--- config.mk ---
export PLATFORM = sky130hd
export DESIGN_NAME = decompress_stream
export DESIGN_NICKNAME = d
export VERILOG_FILES = /design/src/rtl/decompress_stream.sv
export SDC_FILE = /design/constraint.sdc
export NUM_CORES = 1
export LEC_CHECK = 0
export ABC_AREA = 1
export BUFFER_PORTS_ARGS = -buffer_cell sky130_fd_sc_hd__buf_2
export CAP_MARGIN = 20
export CORE_AREA = 2 2 106 108
export DETAILED_ROUTE_END_ITERATION = 8
export DIE_AREA = 0 0 108 110
export HOLD_SLACK_MARGIN = 0.1
export PLACE_DENSITY = 0.78
export SKIP_LAST_GASP = 1
export SYNTH_ARGS = -nofsm -noshare
export SYNTH_HDL_FRONTEND = slang
export SYNTH_SLANG_ARGS = --single-unit
--- constraint.sdc ---
create_clock -name clk -period 5.29 [get_ports clk]
set_input_delay 0.7935 -clock clk [delete_from_list [all_inputs] [get_ports clk]]
set_output_delay 0.7935 -clock clk [all_outputs]
set_load 0.1 [all_outputs]
--- src/rtl/decompress_stream.sv ---
// decompress_stream: Kyber coefficient decompression round(Q*y/2^d) on a valid/ready stream.
// Optional DECOMP_RANGE_CHECK_EN: flag err when accepted in_data has bits set at or above bit d.
module decompress_stream #(
    parameter int N_COEF = 256,
    parameter int Q      = 3329
) (
    input  logic        clk,
    input  logic        rst_n,
    input  logic        start,
    input  logic [3:0]  d_sel,
    input  logic        in_valid,
    output logic        in_ready,
    input  logic [11:0] in_data,
    output logic        out_valid,
    input  logic        out_ready,
    output logic [15:0] out_data,
    output logic        busy,
    output logic        done,
    output logic        err,
    output logic [1:0]  dbg_state
);

    // Both streams are valid/ready: a transfer occurs on a rising edge with valid and ready
    // both high; a raised valid holds, with its data unchanged, until that transfer.

    typedef enum logic [1:0] {
        IDLE  = 2'd0,
        RUN   = 2'd1,
        DRAIN = 2'd2
    } state_t;

    localparam logic [8:0] LAST = 9'(N_COEF - 1);

    state_t      state, state_nxt;
    logic [3:0]  d_q;
    logic [8:0]  in_cnt, out_cnt;
    logic        d_legal, in_hs, out_hs, last_in, last_out;
    logic [11:0] mask, ym, result;
    logic [23:0] prod, rnd, sum;

    assign d_legal   = (d_sel != 4'd0) && (d_sel <= 4'd12);
    assign in_ready  = (state == RUN) && (!out_valid || out_ready);
    assign in_hs     = in_valid && in_ready;
    assign out_hs    = out_valid && out_ready;
    assign last_in   = in_hs && (in_cnt == LAST);
    assign last_out  = out_hs && (out_cnt == LAST);
    assign busy      = (state != IDLE);
    assign dbg_state = state;

    // For d=12 the shifted one falls off the top and the subtraction wraps to all ones.
    assign mask   = (12'd1 << d_q) - 12'd1;
    assign ym     = in_data & mask;
    assign prod   = 24'(Q) * {12'd0, ym};
    assign rnd    = (d_q == 4'd0) ? 24'd0 : (24'd1 << (d_q - 4'd1));
    assign sum    = prod + rnd;
    assign result = 12'(sum >> d_q);

`ifdef DECOMP_RANGE_CHECK_EN
    logic range_bad;
    assign range_bad = |(in_data & ~mask);
`endif

    always_ff @(posedge clk or negedge rst_n) begin
        if (!rst_n) begin
            state <= IDLE;
        end else begin
            state <= state_nxt;
        end
    end

    always_comb begin
        state_nxt = state;
        case (state)
            IDLE:    if (start && d_legal) state_nxt = RUN;
            RUN:     if (last_in) state_nxt = DRAIN;
            DRAIN:   if (last_out) state_nxt = IDLE;
            default: state_nxt = IDLE;
        endcase
    end

    always_ff @(posedge clk or negedge rst_n) begin
        if (!rst_n) begin
            d_q       <= 4'd0;
            in_cnt    <= 9'd0;
            out_cnt   <= 9'd0;
            out_valid <= 1'b0;
            out_data  <= 16'd0;
            done      <= 1'b0;
            err       <= 1'b0;
        end else begin
            done <= (state == DRAIN) && last_out;
            if (state == IDLE && start) begin
                if (d_legal) begin
                    d_q     <= d_sel;
                    in_cnt  <= 9'd0;
                    out_cnt <= 9'd0;
                    err     <= 1'b0;
                end else begin
                    err <= 1'b1;
                end
            end
            // A new result overwrites the slot in the same edge the old one leaves.
            if (in_hs) begin
                in_cnt    <= in_cnt + 9'd1;
                out_valid <= 1'b1;
                out_data  <= {4'd0, result};
`ifdef DECOMP_RANGE_CHECK_EN
                if (range_bad) err <= 1'b1;
`endif
            end else if (out_hs) begin
                out_valid <= 1'b0;
            end
            if (out_hs) out_cnt <= out_cnt + 9'd1;
        end
    end

endmodule

==> metrics.txt <==
Cells after Synth=899; flip-flop and latch count after synthesis=39; worst clock skew=4.40 ps; HPWL after DPL=14300 um; reported max-cap violation count=0; worst r2r src=d_q[0]; total congestion overflow after global routing=0; Tightest Pin Transition=891 ps; Hold Crit Start=in_cnt[7]; global router's overall resource usage=0.293; deepest clock path buffer count=2; sequential area share after synthesis=0.162; vertical die dimension=110 um; First-pass DRT Iterations=6; CP Data Arrival Time=5290 ps; ANT cells=0; leading cell types by total area after synthesis=sky130_fd_sc_hd__ha_1 (21%), sky130_fd_sc_hd__dfrtp_1 (16%), sky130_fd_sc_hd__nand2_1 (14%); post-route clock period utilization=0.964; fraction of synthesized cell area taken by the top area cell type=0.210; clock root buffer=sky130_fd_sc_hd__clkbuf_8; cts-stage hold buffer count=0; clock latency at the later pin of the worst-skew pair=290 ps; final wirelength=17900 um; Avg Vias per Cell=5.48; number of hold-slack violations in the final timing report=0; headroom to the max-slew limit=0.406; EDFF count, synth=0; starting density of the core=0.563; netlist area before placement=0.00602 sq mm; post-DR wirelength/cell=16.1 um; Startpoint Class=flop; DRC violation total after the first TritonRoute iteration=414; sink count of the clock tree=39; CTS Buf Count=5; DR vias=6097; unrepaired setup endpoints after global routing=true; Critical Path Start=d_q[0]; Top-Level Pins=44; largest net degree at the start of global routing=40; number of library cell types mapped by synthesis=46; status=finished, final reports clean; instance count after placement with tap cells included=1097; most frequently used cell type in the post-synthesis netlist=sky130_fd_sc_hd__nand2_1; maximum level of the CTS H-tree=2; Layout Nets=1111; max incr delay on CP=590 ps; top flip-flop cell by instance count after synthesis=sky130_fd_sc_hd__dfrtp_1; Die X=108 um; Post-Synthesis Mean Instance Area=6.70 sq um; Ys Warns=0; clock tree from TritonCTS=built; worst min-delay path category=reg -> reg; setup violators final=0; Non-Filler Instances=1113; number of global-route vias before repair=5516; number of port buffers=39; antenna violations before repair=0; library cell occupying the most area in the post-synthesis netlist=sky130_fd_sc_hd__ha_1; Crit Path Class=reg -> reg; total number of placement rows=38; full die area=0.0119 sq mm; share of synthesized flip-flops with an asynchronous set or reset=1.00; required time worst endpoint=5480 ps; commonest cells in the synthesized netlist=sky130_fd_sc_hd__nand2_1 (218), sky130_fd_sc_hd__inv_1 (156), sky130_fd_sc_hd__nand3_1 (119); core area=0.0107 sq mm; # DRC=0; Crit. End Element=flop; worst-path maximum fanout=4; Post-DRT Antenna Nets=0; last weighted congestion value of the routability-driven placer=0.962; Pins Over Slew Limit=0; CTS clock-pin slew for the worst setup and hold paths=70 ps; proportion of layout cells with a drive suffix above 1=0.251; achievable clock frequency=196 MHz; area grow syn2layout=20.2%; clock period minus worst slack=5100 ps; global-route wire length before repair=27000 um; most frequent cell on the critical path=sky130_fd_sc_hd__inv_2; Critical Path Slowest Stage Cell=sky130_fd_sc_hd__fa_1
==> per-layer routing <==
metal	vias to the layer above	GRT usage	wire (um)
met5	-	0	0
met4	0	0.0925	567
met3	39	0.0194	868
met2	186	0.520	8870
met1	2829	0.382	7630
li1	3043	-	-
==> path summary, 6_finish.rpt <==
kind                       slack, ps          end  depth (start not counted)
setup / recovery                 190  out_data[7]                         31
setup reg to reg                 190  out_data[7]                         31
hold reg to reg                  470    in_cnt[7]                          1
max in group asynchronous       4070       d_q[1]                          1
hold / removal                   470    in_cnt[7]                          1
min in group asynchronous        610    out_valid                          1
==> flip-flops by register name, summed over array words and instances (netlist names) <==
register / count
out_data: 12
dbg_state: 2
d_q: 4
done: 1
out_valid: 1
in_cnt: 9
out_cnt: 9
err: 1
==> cell type report <==
cell class,count,area (sq um)
clock buffer,6,82.6
clock inverter,2,35.0
fill,918,3460
inverter,162,608
multi-input combinational,679,4800
sequential,39,978
tap,140,175
timing repair buffer,85,557
==> repair_timing <==
action,in CTS,in global routing
pin swaps,0,34
buffers inserted,0,8
endpoints found under the hold margin,0,0
setup endpoints to repair,4,12
cloned,0,0
resized for setup,1,114
==> cell usage in the layout (no fill, tap or decap), types with 17 or more instances in the layout <==
| cell | netlist | layout |
|---|---|---|
| sky130_fd_sc_hd__a21oi_1 | 29 | 19 |
| sky130_fd_sc_hd__buf_2 | 9 | 39 |
| sky130_fd_sc_hd__buf_4 | 10 | 44 |
| sky130_fd_sc_hd__dfrtp_1 | 39 | 37 |
| sky130_fd_sc_hd__ha_1 | 101 | 88 |
| sky130_fd_sc_hd__inv_1 | 156 | 149 |
| sky130_fd_sc_hd__nand2_1 | 218 | 205 |
| sky130_fd_sc_hd__nand2_2 | 9 | 17 |
| sky130_fd_sc_hd__nand3_1 | 119 | 94 |
| sky130_fd_sc_hd__nand3_2 | 21 | 46 |
| sky130_fd_sc_hd__nor2_1 | 69 | 51 |
| sky130_fd_sc_hd__nor2_2 | 7 | 19 |
| sky130_fd_sc_hd__o21ai_0 | 22 | 21 |
==> cell families after synthesis <==
group           share of synthesized area
compound gates                     0.0688
simple gates                        0.371
xor+xnor                          0.00582
other cells                      0.000623
flops                               0.162
buf+inv                             0.125
fa+ha+maj                           0.266
==> metrics by stage <==
| step | setup slack, ps | hold WS (ps) | cell area [sq um] | utilization | setup TNS, ps |
|---|---|---|---|---|---|
| after global routing | -103 | 482 | 7230 | 0.676 | -291 |
| after floorplan | 37.0 | 441 | 6060 | - | 0 |
| after global placement | 32.0 | 453 | 6580 | 0.615 | 0 |
| after CTS | 3.73 | 473 | 6700 | 0.626 | 0 |
| final | 190 | 474 | 7230 | 0.676 | 0 |
| after detailed placement | -12.2 | 464 | 6580 | 0.615 | -12.2 |
==> critical path, delay by kind of cell (launching register included) <==
kind / cells / cell delay, ps
fa+ha+maj: 6 / 2060
simple gates: 13 / 1200
buf+inv: 9 / 810
compound gates: 3 / 480
flops: 1 / 450
Power is not shown: default switching activity piles up to over one toggle a cycle in this logic, so the estimate is an artifact.
